==> config.mk <==
export PLATFORM = sky130hd
export DESIGN_NAME = mem_port_arbiter
export DESIGN_NICKNAME = d
export VERILOG_FILES = /design/src/rtl/mem_port_arbiter.sv
export SDC_FILE = /design/constraint.sdc
export NUM_CORES = 1
export LEC_CHECK = 0
export ABC_AREA = 0
export BUFFER_PORTS_ARGS = -buffer_cell sky130_fd_sc_hd__buf_2
export CAP_MARGIN = 0
export CORE_AREA = 2 2 107 109
export DETAILED_ROUTE_END_ITERATION = 8
export DIE_AREA = 0 0 109 111
export GPL_ROUTABILITY_DRIVEN = 0
export HOLD_SLACK_MARGIN = 0.1
export PLACE_DENSITY_LB_ADDON = 0.05
export SLEW_MARGIN = 25
export SYNTH_ARGS = -nofsm -noshare
export SYNTH_HDL_FRONTEND = slang
export SYNTH_SLANG_ARGS = --single-unit
==> constraint.sdc <==
create_clock -name clk -period 1.5 [get_ports clk]
set_input_delay 0.075 -clock clk [delete_from_list [all_inputs] [get_ports clk]]
set_output_delay 0.075 -clock clk [all_outputs]
set_load 0.05 [all_outputs]
==> src/rtl/mem_port_arbiter.sv <==
// Merges an instruction-fetch port (A) and a data port (B) onto one memory port.
// B has priority, but after MAX_B_STREAK back-to-back B grants with A waiting, A is served.
module mem_port_arbiter #(
    parameter int unsigned ADDR_WIDTH   = 32,
    parameter int unsigned DATA_WIDTH   = 32,
    parameter int unsigned MAX_B_STREAK = 4
) (
    input  logic                    clk,
    input  logic                    rst,
    input  logic                    read_a,
    input  logic [ADDR_WIDTH-1:0]   address_a,
    output logic                    resp_a,
    output logic [DATA_WIDTH-1:0]   rdata_a,
    input  logic                    read_b,
    input  logic                    write,
    input  logic [DATA_WIDTH/8-1:0] wmask,
    input  logic [ADDR_WIDTH-1:0]   address_b,
    input  logic [DATA_WIDTH-1:0]   wdata,
    output logic                    resp_b,
    output logic [DATA_WIDTH-1:0]   rdata_b,
    output logic                    pmem_read,
    output logic                    pmem_write,
    output logic [DATA_WIDTH/8-1:0] pmem_wmask,
    output logic [ADDR_WIDTH-1:0]   pmem_address,
    output logic [DATA_WIDTH-1:0]   pmem_wdata,
    input  logic                    pmem_resp,
    input  logic [DATA_WIDTH-1:0]   pmem_rdata
);

    localparam int unsigned MaskWidth   = DATA_WIDTH / 8;
    localparam int unsigned StreakWidth = $clog2(MAX_B_STREAK + 1);
    localparam logic [StreakWidth-1:0] StreakMax = StreakWidth'(MAX_B_STREAK);

    typedef enum logic [1:0] {StIdle, StServeA, StServeB} state_e;

    state_e                   state_q, state_d;
    logic [StreakWidth-1:0]   streak_q, streak_d;
    logic                     read_q, read_d;
    logic                     write_q, write_d;
    logic [MaskWidth-1:0]     wmask_q, wmask_d;
    logic [ADDR_WIDTH-1:0]    address_q, address_d;
    logic [DATA_WIDTH-1:0]    wdata_q, wdata_d;
    logic                     req_a, req_b;

    assign req_a = read_a;
    assign req_b = read_b | write;

    assign pmem_read    = read_q;
    assign pmem_write   = write_q;
    assign pmem_wmask   = wmask_q;
    assign pmem_address = address_q;
    assign pmem_wdata   = wdata_q;

    always_comb begin
        state_d   = state_q;
        streak_d  = streak_q;
        read_d    = read_q;
        write_d   = write_q;
        wmask_d   = wmask_q;
        address_d = address_q;
        wdata_d   = wdata_q;
        resp_a    = 1'b0;
        resp_b    = 1'b0;
        rdata_a   = '0;
        rdata_b   = '0;

        unique case (state_q)
            StIdle: begin
                // Streak only advances while A is actually being held off.
                if (req_b && (!req_a || streak_q < StreakMax)) begin
                    state_d   = StServeB;
                    read_d    = read_b & ~write;
                    write_d   = write;
                    wmask_d   = wmask;
                    address_d = address_b;
                    wdata_d   = wdata;
                    if (req_a) begin
                        streak_d = (streak_q == StreakMax) ? streak_q
                                                           : streak_q + StreakWidth'(1);
                    end else begin
                        streak_d = '0;
                    end
                end else if (req_a) begin
                    state_d   = StServeA;
                    read_d    = 1'b1;
                    write_d   = 1'b0;
                    wmask_d   = '0;
                    address_d = address_a;
                    wdata_d   = '0;
                    streak_d  = '0;
                end else begin
                    read_d  = 1'b0;
                    write_d = 1'b0;
                end
            end
            StServeA: begin
                if (pmem_resp) begin
                    resp_a  = 1'b1;
                    rdata_a = pmem_rdata;
                    read_d  = 1'b0;
                    write_d = 1'b0;
                    state_d = StIdle;
                end
            end
            StServeB: begin
                if (pmem_resp) begin
                    resp_b  = 1'b1;
                    rdata_b = pmem_rdata;
                    read_d  = 1'b0;
                    write_d = 1'b0;
                    state_d = StIdle;
                end
            end
            default: state_d = StIdle;
        endcase
    end

    always_ff @(posedge clk) begin
        if (rst) begin
            state_q   <= StIdle;
            streak_q  <= '0;
            read_q    <= 1'b0;
            write_q   <= 1'b0;
            wmask_q   <= '0;
            address_q <= '0;
            wdata_q   <= '0;
        end else begin
            state_q   <= state_d;
            streak_q  <= streak_d;
            read_q    <= read_d;
            write_q   <= write_d;
            wmask_q   <= wmask_d;
            address_q <= address_d;
            wdata_q   <= wdata_d;
        end
    end

endmodule
; Word-level counts from Yosys, hierarchy flattened
; Cells that the tools add are included.
[totals]
regBits = 75
out_inout_bits = 136
[op_classes]
n_addsub = 1
n_lt_le_gt_ge = 1
n_eq_ne = 6
muxes = 26
bitwise = 3
n_reduce_logical = 11
[ops]
columns = cell, count
row1 = 32-bit two-way mux, 7
row2 = 3-bit two-way mux, 4
row3 = 4-bit two-way mux, 2
row4 = 1-bit two-way mux, 7
row5 = 2-bit two-way mux, 3
row6 = "3-bit inequality test, second input constant", 2
row7 = 2-bit AND reduction, 3
row8 = 1-bit one-hot mux with 2 select lines, 2
row9 = 2-bit one-hot mux with 2 select lines, 1
row10 = 2-bit nonzero test, 2
row11 = "3-bit by 1-bit adder with 3-bit output, second input constant", 1
row12 = "3-bit == test, second input constant", 1
row13 = "3-bit less-than comparator, second input constant", 1
row14 = 3-bit AND reduction, 1
row15 = "2-bit by 1-bit == test with 1-bit output, second input constant", 1
row16 = "2-bit == test, second input constant", 1
row17 = 2-bit logical NOT, 1
row18 = "2-bit by 1-bit inequality test with 1-bit output, second input constant", 1
row19 = 2-bit OR reduction, 1
row20 = 1-bit AND, 1
row21 = 1-bit logical AND, 1
row22 = 1-bit logical NOT, 1
row23 = 1-bit logical OR, 1
row24 = 1-bit inverter, 1
row25 = 1-bit bitwise OR, 1

; Depth between registers and ports, before layout
[logic_depth]
depth_word = 5
mapped_depth = 8
depth_no_buf = 6

; Worst setup path after synthesis
; No wires, ideal clock.
[synth_timing]
path_type = reg-to-reg
from = register state_q[0]
to = register wdata_q[0], in the netlist pmem_wdata[0]
setup_ns = 0.128
arrival_time_ns = 1.347
slack_ns = 0.026
stages_incl_launch_ff = 9
n_path_buf = 2
period_less_slack_ns = 1.474
path_cell_list = dfxtp_1 inv_1 ha_1 o21ai_1 a21oi_1 buf_2 buf_2 a22oi_1 nor2_1
[synth_via]
elab_chain_cells = 2
[synth_lines]
columns = item, line_no
row1 = start: declaration, 36  ; state_e state_q, state_d;
row2 = start signal: assignment, 120  ; state_q <= StIdle;
row3 = start signal: assignment, 128  ; state_q <= state_d;
row4 = 2-bit logical NOT, 67  ; unique case (state_q)
row5 = 2-bit AND reduction (no line), --
row6 = end signal: assignment, 134  ; wdata_q <= wdata_d;
row7 = end: declaration, 42  ; logic [DATA_WIDTH-1:0] wdata_q, wdata_d;
; Every way passes these cells.
; A chain may end at the register's enable or synchronous reset.

; Worst setup path after layout
[layout_timing]
from = register state_q[0]
to = output port rdata_a[22]
[layout_via]
elab_chain_cells = 2
[layout_lines]
columns = item, line_no
row1 = 2-bit by 1-bit == test with 1-bit output, 67
row2 = 32-bit two-way mux, 67
row3 = end: declaration, 13  ; output logic [DATA_WIDTH-1:0] rdata_a,
; Every way passes these cells.

==> metrics.md <==
| Metric | Value |
|---|---|
| Static leakage | `3.82 nW` |
| Skew final | `0.00742 ns` |
| Post-synth EDFFs | `0` |
| Die area | `12100 µm²` |
| GR Overflow Total | `0` |
| Placed Area | `5050 µm²` |
| Design area | `8190 µm²` |
| TritonCTS clock tree | `done` |
| Maximum vdd drop | `0.000909 V` |
| Fmax achieved | `621 MHz` |
| H-Tree Depth | `3` |
| Main combinational cell family by area after synthesis | `simple AND/OR/NAND/NOR gates` |
| Max-cap violations | `0` |
| Tightest Pin Transition | `0.353 ns` |
| Number of synthesized register bits | `75` |
| Worst slack at placement | `-0.0444 ns` |
| Number of cells on the worst hold path | `3` |
| Maximum clock path buffer count | `2` |
| Routed wire length | `18000 µm` |
| Top_reg_cell synth | `dfxtp_1` |
| Starting Density | `0.309` |
| Die H | `111 µm` |
| Count leader, synth | `dfxtp_1` |
| PD cells | `1020 nW/µm²` |
| Clock slew at reported path FFs | `0.07 ns` |
| DP HPWL | `8530 µm` |
| Synth area leaders | `dfxtp_1 (44%), and3_1 (12%), a311oi_1 (8.2%)` |
| Failing checks | `negative setup slack` |
| CTS Root Buffer Type | `clkbuf_16` |
| Net Count, Synth | `568` |
| First-pass GRT wire length | `23900 µm` |
| Clock latency on the worst-skew pair | `0.33 ns` |
| Reg2Reg Depth | `10` |
| Io pins | `274` |
| Worst setup margin | `-0.110 ns` |
| Largest net degree at the start of global routing | `59` |
| Mapped Avg Cell Area | `8.05 µm²` |
| Core area | `11100 µm²` |
| Initial drt markers | `256` |
| DR vias | `4998` |
| Relative slew slack | `0.764` |
| Portion of netlist area occupied by mux cells | `0` |
| Final hold slack | `0.210 ns` |
| Final setup viols | `91` |
| Mapped cell area | `3420 µm²` |
| # fillers | `740` |
| Critical Path RT | `1.42 ns` |
| Slew Viols, Final | `0` |
| CP max FO | `8` |
| CP Class | `reg2out` |
| DRC viols | `0` |
| Post-DR wirelength/cell | `18.7 µm` |
| CTS Buf Count | `9` |
| Initial antenna violation count | `3` |
| Synth warn | `0` |
| Hold_sp | `rst` |
| DR pass1 iterations | `4` |
| Overall Power | `8.36 mW` |
| Setup TNS | `-4.78 ns` |
| WHS Endpoint | `pmem_wdata[5]` |
| Crit. End Element | `primary output` |
| Flip-flop and latch area | `1500 µm²` |
| WP data arrival | `1.53 ns` |
| Reg2Reg Setup Slack | `-0.05 ns` |
| Row Count | `39` |
| Non-filler cells, final | `965` |
| Number of global-route vias before repair | `4745` |
| Syn Inst Count | `425` |
| Detail Route Antenna Nets | `0` |
| Status | `complete, but fails checks` |
| Sequential area share after synthesis | `0.439` |
| Count of final hold-check violations | `0` |
| Synth Area in Adders | `0.0183` |
| Most frequent cells after synthesis | `dfxtp_1 (75), nor2_1 (72), nand2_1 (69), and3_1 (64), a22oi_1 (36)` |
| Synth Area in Simple Gates | `0.290` |
| NumNets Final | `958` |
| Async SR Flop Fraction | `0` |
| XOR/XNOR Fraction of Synth Area | `0` |
| RR Startpoint | `state_q[0]` |
| Synth top area share | `0.439` |
| Area occupied by multi-input gates | `2350 µm²` |
| RSZ-0062 raised after global routing | `yes` |
| CTS sink cnt | `75` |
| Fin util | `0.739` |
| Synth-to-layout area growth | `139%` |
| Compound-Gate Fraction of Synth Area | `0.191` |
| GRT Util Overall | `0.250` |
| Number of port buffers | `273` |
| Count of cell types in the netlist | `28` |
| Min-delay worst type | `in2reg` |
| Vias per cell | `5.18` |
| Area leader, netlist | `dfxtp_1` |
| Placed cells | `818` |
| Reg2reg end | `pmem_wdata[14]` |
| Startpoint types | `flop` |
| Share of cells above drive strength 1 | `0.559` |
| Post-layout minimum cycle time | `1.61 ns` |
| Final period utilization | `1.07` |
| Die Width | `109 µm` |
[cell families (layout without fill, tap and decap cells)]
group,count (synthesis),in the layout
other,0,2
adders and majority gates,5,5
buffers and inverters,48,443
AOI/OAI and AO/OA,83,83
and+or+nand+nor,214,214
DFF,75,75
[layout by cell type, fill, tap and decap left out, types with 2 or more instances in the layout]
cell type and n:
buf_4 8, buf_12 13, a311oi_2 16, and3_1 27
bufinv_16 2, inv_1 4, inv_8 2, and2_1 2
ha_1 2, a311oi_1 16, dfxtp_1 73, buf_2 205
dfxtp_2 2, a21oi_1 3, ha_4 3, a32oi_1 3
clkbuf_16 22, o21ai_4 2, buf_6 34, a22oi_2 36
inv_2 2, dlygate4sd3_1 102, nand2_1 68, nor2_4 6
buf_8 42, clkinv_4 3, nor2_2 11, buf_16 3
diode_2 2, nor2_1 55, and3_4 37
[layer usage]
| metal | vias to the layer above | wire, µm | GRT usage |
|---|---|---|---|
| li1 | 2307 | - | - |
| met5 | - | 11 | 0.00893 |
| met1 | 2359 | 6810 | 0.279 |
| met2 | 256 | 9140 | 0.407 |
| met3 | 74 | 1180 | 0.0770 |
| met4 | 2 | 848 | 0.154 |
[worst max-delay path, cell delays in order (launching register included)]
cell	delay (ns)
dfxtp_2	0.33
buf_4	0.12
ha_4	0.22
clkbuf_16	0.18
and3_1	0.18
buf_6	0.16
[state kept, by name, indices dropped and copies added, names as in the netlist]
register / flops
pmem_read: 1
streak_q: 3
pmem_write: 1
pmem_address: 32
pmem_wdata: 32
pmem_wmask: 4
state_q: 2
[power by group]
| part | switching (mW) | internal, mW | leakage (nW) |
|---|---|---|---|
| Sequential | 0.149 | 2.22 | 0.621 |
| Clock | 0.938 | 1.49 | 0.164 |
| Combinational | 2.07 | 1.49 | 3.03 |
[cell type report]
cell class,count,area share
Clock buffer,9,0.0275
Multi-Input combinational cell,302,0.287
Antenna cell,2,0.000611
Tap cell,143,0.0219
Inverter,6,0.00275
Timing Repair Buffer,421,0.464
Sequential cell,75,0.184
Clock inverter,7,0.0133
[how the worst max path moves through the flow]
stage / from / to / slack [ns]
2_1_floorplan: state_q[0] / pmem_wdata[0] / 0.03
3_3_place_gp: state_q[0] / pmem_address[7] / 0.03
3_5_place_dp: state_q[0] / pmem_address[20] / -0.04
4_1_cts: state_q[0] / rdata_b[11] / -0.09
5_1_grt: state_q[0] / rdata_b[10] / -0.17
6_report: state_q[0] / rdata_a[22] / -0.11
[timing repair]
item | CTS | global route
endpoints found under the setup margin | 98 | 138
hold endpoints to repair | 70 | 0
pin swaps | 2 | 77
cloned | 3 | 17
hold buffers | 102 | 0
gates resized for setup | 189 | 140
setup buffers | 0 | 7
Power figures use the tool's default switching activity.
